$ cat src/rtl/i2s_pkg.sv
// Shared constants and small helpers for the I2S transmit stage.
package i2s_pkg;

    // Default configuration of the transmit stage.
    localparam int SAMPLE_W_DEF   = 16;
    localparam int CLK_DIV_DEF    = 2;
    localparam int FIFO_DEPTH_DEF = 4;

    // Word-select level that marks the left channel (Philips I2S).
    localparam logic LRCLK_LEFT = 1'b0;

    // Number of BCLK periods in one stereo frame (two slots of sample_w bits).
    function automatic int frame_bits(input int sample_w);
        return 2 * sample_w;
    endfunction

    // Width of an occupancy counter able to hold 0..depth.
    function automatic int level_w(input int depth);
        return $clog2(depth) + 1;
    endfunction

    // Word-select level for a slot: left slot gives LRCLK_LEFT, right slot its inverse.
    function automatic logic lrclk_for_slot(input logic right_slot);
        return LRCLK_LEFT ^ right_slot;
    endfunction

    localparam int FRAME_BITS = frame_bits(SAMPLE_W_DEF);
    localparam int LEVEL_W    = level_w(FIFO_DEPTH_DEF);

endpackage : i2s_pkg

$ cat src/rtl/i2s_sync_fifo.sv
// Synchronous sample-pair FIFO with first-word-fall-through read data.
// Pointers and occupancy are registered; full/empty decode the occupancy.
module i2s_sync_fifo
    import i2s_pkg::*;
#(
    parameter int WIDTH = FRAME_BITS,
    parameter int DEPTH = FIFO_DEPTH_DEF
) (
    input  logic                   clk_i,
    input  logic                   rstn_i,
    input  logic                   wr_en_i,
    input  logic [WIDTH-1:0]       wr_data_i,
    input  logic                   rd_en_i,
    output logic [WIDTH-1:0]       rd_data_o,
    output logic                   full_o,
    output logic                   empty_o,
    output logic [$clog2(DEPTH):0] level_o
);

    localparam int PTR_W = $clog2(DEPTH);
    localparam int LVL_W = level_w(DEPTH);

    logic [WIDTH-1:0] mem_q [DEPTH];
    logic [PTR_W-1:0] wr_ptr_q;
    logic [PTR_W-1:0] wr_ptr_d;
    logic [PTR_W-1:0] rd_ptr_q;
    logic [PTR_W-1:0] rd_ptr_d;
    logic [LVL_W-1:0] level_q;
    logic [LVL_W-1:0] level_d;
    logic             full_s;
    logic             empty_s;
    logic             push_s;
    logic             pop_s;

    // Status flags come only from the registered occupancy; requests are gated by them.
    always_comb begin
        full_s  = (level_q == LVL_W'(DEPTH));
        empty_s = (level_q == {LVL_W{1'b0}});
        push_s  = wr_en_i & ~full_s;
        pop_s   = rd_en_i & ~empty_s;
    end

    // Pointer and occupancy next-state; depth is a power of two so pointers wrap naturally.
    always_comb begin
        wr_ptr_d = wr_ptr_q;
        rd_ptr_d = rd_ptr_q;
        level_d  = level_q;
        if (push_s) begin
            wr_ptr_d = wr_ptr_q + PTR_W'(1);
        end else begin
            wr_ptr_d = wr_ptr_q;
        end
        if (pop_s) begin
            rd_ptr_d = rd_ptr_q + PTR_W'(1);
        end else begin
            rd_ptr_d = rd_ptr_q;
        end
        case ({push_s, pop_s})
            2'b10:   level_d = level_q + LVL_W'(1);
            2'b01:   level_d = level_q - LVL_W'(1);
            default: level_d = level_q;
        endcase
    end

    // Pointer and occupancy registers.
    always_ff @(posedge clk_i) begin
        if (!rstn_i) begin
            wr_ptr_q <= {PTR_W{1'b0}};
            rd_ptr_q <= {PTR_W{1'b0}};
            level_q  <= {LVL_W{1'b0}};
        end else begin
            wr_ptr_q <= wr_ptr_d;
            rd_ptr_q <= rd_ptr_d;
            level_q  <= level_d;
        end
    end

    // Storage array; cleared on reset so no stale sample can ever reach the pads.
    always_ff @(posedge clk_i) begin
        if (!rstn_i) begin
            for (int i = 0; i < DEPTH; i++) begin
                mem_q[i] <= {WIDTH{1'b0}};
            end
        end else if (push_s) begin
            mem_q[wr_ptr_q] <= wr_data_i;
        end
    end

    assign rd_data_o = mem_q[rd_ptr_q];
    assign full_o    = full_s;
    assign empty_o   = empty_s;
    assign level_o   = level_q;

endmodule : i2s_sync_fifo

$ cat src/rtl/i2s_tx_stage.sv
// I2S transmit stage: buffers stereo sample pairs and serialises them as
// Philips-I2S frames. An empty FIFO at frame start sends silence and pulses
// underrun_o instead of stalling the bus.
module i2s_tx_stage
    import i2s_pkg::*;
#(
    parameter int SAMPLE_W   = SAMPLE_W_DEF,
    parameter int CLK_DIV    = CLK_DIV_DEF,
    parameter int FIFO_DEPTH = FIFO_DEPTH_DEF
) (
    input  logic                        clk_i,
    input  logic                        rstn_i,
    input  logic                        en_i,
    input  logic                        s_valid_i,
    output logic                        s_ready_o,
    input  logic [SAMPLE_W-1:0]         s_left_i,
    input  logic [SAMPLE_W-1:0]         s_right_i,
    output logic                        i2s_bclk_o,
    output logic                        i2s_lrclk_o,
    output logic                        i2s_sdata_o,
    output logic                        underrun_o,
    output logic [$clog2(FIFO_DEPTH):0] fifo_level_o
);

    localparam int FRAME_W = frame_bits(SAMPLE_W);
    localparam int CNT_W   = $clog2(FRAME_W);
    localparam int DIV_W   = (CLK_DIV > 1) ? $clog2(CLK_DIV) : 1;
    localparam int LVL_W   = level_w(FIFO_DEPTH);

    // Serialiser state
    logic [DIV_W-1:0]   div_cnt_q;
    logic [DIV_W-1:0]   div_cnt_d;
    logic [CNT_W-1:0]   bit_cnt_q;
    logic [CNT_W-1:0]   bit_cnt_d;
    logic [FRAME_W-1:0] sr_q;
    logic [FRAME_W-1:0] sr_d;
    logic               bclk_q;
    logic               bclk_d;
    logic               lrclk_q;
    logic               lrclk_d;
    logic               sdata_q;
    logic               sdata_d;
    logic               underrun_q;
    logic               underrun_d;

    // Internal strobes
    logic               tick_s;
    logic               fall_s;
    logic [CNT_W-1:0]   bit_next_s;
    logic               push_s;
    logic               pop_s;

    // FIFO interface
    logic [FRAME_W-1:0] fifo_data_s;
    logic               fifo_full_s;
    logic               fifo_empty_s;
    logic [LVL_W-1:0]   fifo_level_s;

    i2s_sync_fifo #(
        .WIDTH (FRAME_W),
        .DEPTH (FIFO_DEPTH)
    ) u_fifo (
        .clk_i     (clk_i),
        .rstn_i    (rstn_i),
        .wr_en_i   (push_s),
        .wr_data_i ({s_left_i, s_right_i}),
        .rd_en_i   (pop_s),
        .rd_data_o (fifo_data_s),
        .full_o    (fifo_full_s),
        .empty_o   (fifo_empty_s),
        .level_o   (fifo_level_s)
    );

    // Upstream handshake: ready depends only on the registered occupancy, never on a pop.
    always_comb begin
        push_s = s_valid_i & ~fifo_full_s;
    end

    // Divider, bit counter and shifter next-state. Disabling returns the serialiser
    // to its idle state in one edge so a later enable always starts a fresh frame.
    always_comb begin
        div_cnt_d  = div_cnt_q;
        bit_cnt_d  = bit_cnt_q;
        sr_d       = sr_q;
        bclk_d     = bclk_q;
        lrclk_d    = lrclk_q;
        sdata_d    = sdata_q;
        underrun_d = 1'b0;
        pop_s      = 1'b0;
        tick_s     = 1'b0;
        fall_s     = 1'b0;
        bit_next_s = bit_cnt_q;
        if (en_i) begin
            tick_s = (div_cnt_q == DIV_W'(CLK_DIV - 1));
            fall_s = tick_s & bclk_q;
            if (tick_s) begin
                div_cnt_d = {DIV_W{1'b0}};
                bclk_d    = ~bclk_q;
            end else begin
                div_cnt_d = div_cnt_q + DIV_W'(1);
            end
            if (fall_s) begin
                // Data changes on the falling BCLK; the MSB leaving here is one
                // BCLK behind the word-select change, giving the I2S delay.
                if (bit_cnt_q == CNT_W'(FRAME_W - 1)) begin
                    bit_next_s = {CNT_W{1'b0}};
                end else begin
                    bit_next_s = bit_cnt_q + CNT_W'(1);
                end
                bit_cnt_d = bit_next_s;
                lrclk_d   = lrclk_for_slot(bit_next_s >= CNT_W'(SAMPLE_W));
                sdata_d   = sr_q[FRAME_W-1];
                if (bit_next_s == {CNT_W{1'b0}}) begin
                    // Frame start: load the next pair, or silence if none is queued.
                    pop_s = 1'b1;
                    if (fifo_empty_s) begin
                        sr_d       = {FRAME_W{1'b0}};
                        underrun_d = 1'b1;
                    end else begin
                        sr_d       = fifo_data_s;
                        underrun_d = 1'b0;
                    end
                end else begin
                    sr_d = {sr_q[FRAME_W-2:0], 1'b0};
                end
            end else begin
                bit_next_s = bit_cnt_q;
            end
        end else begin
            div_cnt_d = {DIV_W{1'b0}};
            bit_cnt_d = CNT_W'(FRAME_W - 1);
            sr_d      = {FRAME_W{1'b0}};
            bclk_d    = 1'b0;
            lrclk_d   = LRCLK_LEFT;
            sdata_d   = 1'b0;
        end
    end

    // Serialiser state registers with synchronous active-low reset.
    always_ff @(posedge clk_i) begin
        if (!rstn_i) begin
            div_cnt_q  <= {DIV_W{1'b0}};
            bit_cnt_q  <= CNT_W'(FRAME_W - 1);
            sr_q       <= {FRAME_W{1'b0}};
            bclk_q     <= 1'b0;
            lrclk_q    <= LRCLK_LEFT;
            sdata_q    <= 1'b0;
            underrun_q <= 1'b0;
        end else begin
            div_cnt_q  <= div_cnt_d;
            bit_cnt_q  <= bit_cnt_d;
            sr_q       <= sr_d;
            bclk_q     <= bclk_d;
            lrclk_q    <= lrclk_d;
            sdata_q    <= sdata_d;
            underrun_q <= underrun_d;
        end
    end

    assign s_ready_o    = ~fifo_full_s;
    assign i2s_bclk_o   = bclk_q;
    assign i2s_lrclk_o  = lrclk_q;
    assign i2s_sdata_o  = sdata_q;
    assign underrun_o   = underrun_q;
    assign fifo_level_o = fifo_level_s;

endmodule : i2s_tx_stage

$ cat config.mk
export PLATFORM = sky130hd
export DESIGN_NAME = i2s_tx_stage
export DESIGN_NICKNAME = d
export VERILOG_FILES = /design/src/rtl/i2s_pkg.sv /design/src/rtl/i2s_sync_fifo.sv /design/src/rtl/i2s_tx_stage.sv
export SDC_FILE = /design/constraint.sdc
export NUM_CORES = 1
export LEC_CHECK = 0
export CAP_MARGIN = 20
export CORE_AREA = 2 2 90 157
export CTS_CLUSTER_SIZE = 8
export DETAILED_ROUTE_END_ITERATION = 8
export DIE_AREA = 0 0 92 159
export PLACE_DENSITY = 0.78
export SLEW_MARGIN = 20
export SYNTH_ARGS = -nofsm -noshare
export SYNTH_HDL_FRONTEND = slang
export SYNTH_HIERARCHICAL = 1
export SYNTH_SLANG_ARGS = --single-unit
export TNS_END_PERCENT = 5
$ cat constraint.sdc
create_clock -name clk_i -period 5 [get_ports clk_i]
set_clock_uncertainty 0.15 [all_clocks]
set_input_delay 0.5 -clock clk_i [delete_from_list [all_inputs] [get_ports clk_i]]
set_output_delay 0.5 -clock clk_i [all_outputs]
set_load 0.02 [all_outputs]
[After elaboration in Yosys (flattened, before gate mapping)]
Memories as Yosys holds them, arrays and structs flattened. A register that Yosys moved wholly into a read port is not among the register bits.
Index checks and enable logic that the tools add are counted.
Word-level totals
  register bits: 49
  memory bits (writable): 128
  input bits: 36
  output and inout port bits: 8
  word-level logic and storage cells: 57
  memories kept: 1
Memory list
  u_fifo.mem_q: words 4, width 32, rd ports 1, clocked after Yosys merged registers in 1, wr ports 4, RTL line i2s_sync_fifo.sv:23  | logic [WIDTH-1:0] mem_q [DEPTH];
Operators by class
  $add $sub $neg: 6
  magnitude comparators: 1
  equality and inequality tests: 4
  multiplexer cells: 19
  bitwise operators: 9
  reductions and logical operators: 7
Operator list (number)
  $mux W32: 3
  $reduce_or A32 Y1: 1
  $mux W5: 3
  $mux W1: 9
  $mux W2: 3
  $pmux W3 S2: 1
  $add A5 B1 Y5 const B: 1
  $eq A5 B5 Y1 const B: 1
  $ge A5 B5 Y1 const B: 1
  $logic_not A5 Y1: 1
  $not A1 Y1: 5
  $add A2 B1 Y2 const B: 2
  $and A1 B1 Y1: 4
  $reduce_and A4 Y1: 1
  $add A3 B1 Y3 const B: 1
  $eq A3 B3 Y1 const B: 1
  $logic_not A3 Y1: 1
  $reduce_or A3 Y1: 1
  $sub A3 B1 Y3 const B: 1
  $eq A2 B1 Y1 const B: 1
  $eq A2 B2 Y1 const B: 1
  $reduce_and A2 Y1: 1
  $reduce_bool A2 Y1: 1
  $add A1 B1 Y1 const B: 1

[Depth between registers and ports, before layout]
  depth in word-level cells: 11
  mapped depth: 13
  depth with buffers taken out: 13

[Cells and area by module]
The synthesis kept the hierarchy.
Modules (own cells, without submodules)
  i2s_sync_fifo: times used 1, cells an instance 361, area an instance 6033.3 um^2, seq. area each 4023.9 um^2
  i2s_tx_stage: times used 1, cells an instance 156, area an instance 1740.4 um^2, seq. area each 840.8 um^2

[Least setup slack after synthesis]
Ideal clock, no wire load.
  kind: register -> register
  start: reg u_fifo.level_q[0], in the netlist u_fifo/level_o[0]
  end: mem u_fifo/mem_q[2][0] (netlist bit), enable pin
  setup time: 0.466 ns
  arrival time: 3.489 ns
  data required time: 4.384 ns
  slack: 0.896 ns
  cell stages (with the launch flop): 6
  path buffers: 0
  period minus slack after synthesis: 4.104 ns
  cell sequence: dfxtp_1 or3b_4 inv_4 nor2b_1 nand2_1 o21ai_0
RTL lines
  start, declared: RTL line i2s_sync_fifo.sv:28  | logic [LVL_W-1:0] level_q;
  start signal, assigned: RTL line i2s_sync_fifo.sv:70  | level_q <= {LVL_W{1'b0}};
  start signal, assigned: RTL line i2s_sync_fifo.sv:74  | level_q <= level_d;
  end, declared: RTL line i2s_sync_fifo.sv:23

[Worst setup path after layout]
  start: reg bit_cnt_q[0]
  end: reg u_fifo.level_q[2], in the netlist u_fifo/level_o[2]
On the way
  word-level cells in the longest chain between the ends: 11
  elaborated cells on any way between the ends: 14
  those cells by class: 1 x add/sub; 3 x eq/ne; 7 x mux; 1 x bitwise; 2 x reduce/logical
RTL lines
  start, declared: RTL line i2s_tx_stage.sv:33  | logic [CNT_W-1:0] bit_cnt_q;
  start signal, assigned: RTL line i2s_tx_stage.sv:143  | bit_cnt_q <= CNT_W'(FRAME_W - 1);
  start signal, assigned: RTL line i2s_tx_stage.sv:151  | bit_cnt_q <= bit_cnt_d;
  $add A5 B1 Y5 or $eq A5 B5 Y1 (tied branches): RTL line i2s_tx_stage.sv:108, i2s_tx_stage.sv:105
  $mux W5 *: RTL line i2s_tx_stage.sv:105  | if (bit_cnt_q == CNT_W'(FRAME_W - 1)) begin
  $mux W5 *: RTL line i2s_tx_stage.sv:102  | if (fall_s) begin
  $mux W5 *: RTL line i2s_tx_stage.sv:93  | if (en_i) begin
  $logic_not A5 Y1 *: RTL line i2s_tx_stage.sv:113  | if (bit_next_s == {CNT_W{1'b0}}) begin
  $mux W1 *: RTL line i2s_tx_stage.sv:113
  $mux W1 *: RTL line i2s_tx_stage.sv:102
  $mux W1 *: RTL line i2s_tx_stage.sv:93
  net pop_s: RTL line i2s_tx_stage.sv:51  | logic pop_s;
  $and A1 B1 Y1 *: RTL line i2s_sync_fifo.sv:40  | pop_s = rd_en_i & ~empty_s;
  net u_fifo.pop_s: RTL line i2s_sync_fifo.sv:33  | logic pop_s;
  $eq A2 B1 Y1 or $eq A2 B2 Y1 (tied branches): RTL line i2s_sync_fifo.sv:58  | case ({push_s, pop_s})
  $pmux W3 S2 or $reduce_bool A2 Y1 (tied branches)
Mark *: on every way through the listed nets, which the timed path passes. The rest lies on a longest branch. The select of a mux whose other input is x is not followed.
A chain may end at the register's enable or synchronous reset.

==> metrics.cfg <==
[outcome]
status=finished clean

[place]
globalplace.congestion=0.720
portBuffers=43
dp_hpwl_um=9030
placedCellCount=717

[critical_path]
path_delay_family=simple AND/OR/NAND/NOR gates
slowest_stage=nor4b_1
cp_data_arrival_time_ps=3980
critPathBufInv=1
worstPathMaxFanout=4
worst-r2r-setup-slack_ps=1210
cp_common_cell=ha_1
cp-end-kind=flop
cp-start-kind=flop
crit_required_ps=5190
critPathMaxStageDelay_ps=520
worstPathCellList=ha_1, and3_2, ha_1, and2b_2, o21ai_0, nor4b_1, nor2b_1, ha_1, inv_1, fa_1, xor2_1, or3_1, a21boi_0
criticalPathCategory=reg2reg

[global_routing]
grt_use_met1_pct=26.1
grt_pass1_vias=4835
top_usage_layer=met2
grt_max_degree=35
antenna_found_initial=0
track_usage_pct=22.5
grt_util_met3_pct=4.35
use_met2_pct=40.7
grt_first_pass_wirelength_um=25000
grt-ovfl-total=0

[synthesis]
synthTopCellsByArea=edfxtp_1 49%, dfxtp_1 13%, and2_1 11%
synth_most_common_cell=and2_1
yosys_warnings=6
post-synth-top-area-fraction_pct=49.4
ys.flop_type=edfxtp_1
synthArstFlopShare_pct=0
avgSynthCellArea_sq_um=15.0
yosys_register_bits=179
ys_seq_area_share_pct=62.6
synth_edf_count=128
synth.net_count=557
synth_area_sq_um=7770
synth_commonest_cells=135 x and2_1, 128 x edfxtp_1, 51 x dfxtp_1
synth_top_cell_by_area=edfxtp_1
syn_inst=517
synth.distinct_cells=48

[power_and_ir_drop]
ir_drop_uv=326
power.density_nw_per_um2=364
pwr-share-clk_pct=41.8
seqPwrFrac_pct=52.2
p_sw_share_pct=21.4
internal-power_uw=2550
power.switching_uw=696
p_leak_uw=0.00327
power_frac_comb_pct=6.0

[cts]
post_cts_buffers=0
cts_resized=0
cts-htree-levels=4
cts_buffers=17
clkTransAtPathRegs_ps=70
clock_path_buffers=2
cts_tree=done
clockRootBuffer=clkbuf_16
cts.sinks=179
clock_latency_ps=420
hold_buffers=0

[floorplan]
die_area_sq_um=14600
num_rows=56
initial_core_util_pct=58.4
die_h_um=159
io_pins=44
core_sq_um=13300
dieWidth_um=92

[route]
drt.antenna.violating_nets=0
drtPass1Iterations=5
first_iter_violations=357
drt_wl_total_um=15600
vias=4446
drcViolationCount=0
vias_per_cell=5.94
drt-wirelength-per-cell_um=20.8

[timing]
grt_setup_unrepaired=false
hold_violations=0
hold_slack_ps=328
fin_crit_ps=3790
setup_violations=0
fin_crit_sh_pct=75.7
finalMaxSlewViolations=0
worst_slew_pin_slew_ps=904
setup_tns_ps=0
fmax_mhz=264
maxSlewHeadroom_pct=39.6

[flow_run]
max_cap_viol_count=0

[min_path]
min_path_type=reg2reg

[layout]
drive_gt1_share_pct=20.7
final_nets=602
area_delta_synth_final_pct=14.7
layout.cells.non_filler=749
n_antenna_cell=0

[power groups by stage]
| stage | clock network [uW] | logic, uW | registers [uW] |
|---|---|---|---|
| 2_1_floorplan | 0 | 112 | 1720 |
| 3_3_place_gp | 0 | 188 | 1720 |
| 3_5_place_dp | 0 | 195 | 1730 |
| 4_1_cts | 1370 | 196 | 1700 |
| 5_1_grt | 1430 | 210 | 1700 |
| 6_report | 1360 | 195 | 1700 |
[logic make-up (layout without fill, tap and decap cells)]
| group | Yosys count | after routing | synth area share [%] |
|---|---|---|---|
| buf+inv | 36 | 94 | 3.35 |
| flops | 179 | 179 | 62.6 |
| compound gates | 54 | 54 | 5.97 |
| mux | 36 | 36 | 9.80 |
| fa+ha+maj | 4 | 4 | 0.740 |
| xor+xnor | 2 | 2 | 0.225 |
| simple gates | 206 | 206 | 17.3 |
[registers in the layout (all words and copies together), names as in the netlist, named ones only]
name	cells
bit_cnt_q	5
div_cnt_q	1
i2s_bclk_o	1
i2s_lrclk_o	1
i2s_sdata_o	1
sr_q	32
u_fifo/level_o	3
u_fifo/mem_q	128
u_fifo/rd_ptr_q	2
u_fifo/wr_ptr_q	2
underrun_o	1
[per-stage QoR]
step	cell area [sq um]	util [%]	worst slack (ps)	power, uW
CTS	8920	67.0	1240	3270
global route	8920	67.0	943	3350
floorplan	7770	-	896	1840
global placement	8310	62.4	1490	1910
finish	8920	67.0	1210	3250
detailed placement	8310	62.4	1260	1920
[worst reg2reg max path, cell delays in order, from the launching register on]
cell      delay (ps)
dfxtp_1          340
ha_1             240
and3_2           230
ha_1             310
and2b_2          250
o21ai_0          120
nor4b_1          520
nor2b_1          270
ha_1             220
inv_1             60
fa_1             370
xor2_1           160
or3_1            310
a21boi_0         160
[layout by cell type, fill, tap and decap left out, types with 3 or more instances in the layout]
| master | Yosys | layout |
|---|---|---|
| dfxtp_1 | 51 | 50 |
| o21ai_0 | 9 | 6 |
| clkbuf_16 | 0 | 18 |
| and2_1 | 135 | 135 |
| mux2i_1 | 3 | 3 |
| and3_1 | 3 | 3 |
| buf_4 | 0 | 13 |
| ha_1 | 3 | 3 |
| o21ai_2 | 0 | 3 |
| nand2_1 | 8 | 8 |
| nor2_1 | 11 | 11 |
| nand3_1 | 3 | 3 |
| inv_1 | 5 | 5 |
| a221o_1 | 31 | 31 |
| and2_2 | 27 | 27 |
| nor2b_1 | 3 | 3 |
| edfxtp_1 | 128 | 128 |
| clkdlybuf4s50_1 | 0 | 43 |
| clkinv_4 | 0 | 4 |
| mux4_2 | 32 | 32 |
[final timing paths]
path | startpoint | end | cells after the start
max reg2reg | bit_cnt_q[0]$_SDFFE_PN1P_ | u_fifo/level_o[2]$_SDFFE_PN0P_ | 13
min | i2s_sdata_o$_SDFFE_PN0P_ | i2s_sdata_o$_SDFFE_PN0P_ | 1
max | bit_cnt_q[0]$_SDFFE_PN1P_ | u_fifo/level_o[2]$_SDFFE_PN0P_ | 13
min reg2reg | i2s_sdata_o$_SDFFE_PN0P_ | i2s_sdata_o$_SDFFE_PN0P_ | 1
[layout make-up]
class                   instances  area, sq um
flip-flops and latches        179         4870
clock buffers                  21          472
repair buffers                 56          528
inverters                       6         25.0
well taps                     174          218
clock inverters                11          140
fillers                       940         4390
multi-input cells             302         2670
[layer usage]
metal  share of wire, %  routed length, um
met5                  0                  0
met4                2.2                345
met2                 56               8670
met3                3.6                566
met1                 39               6010
(Power assumes the default switching activity.)
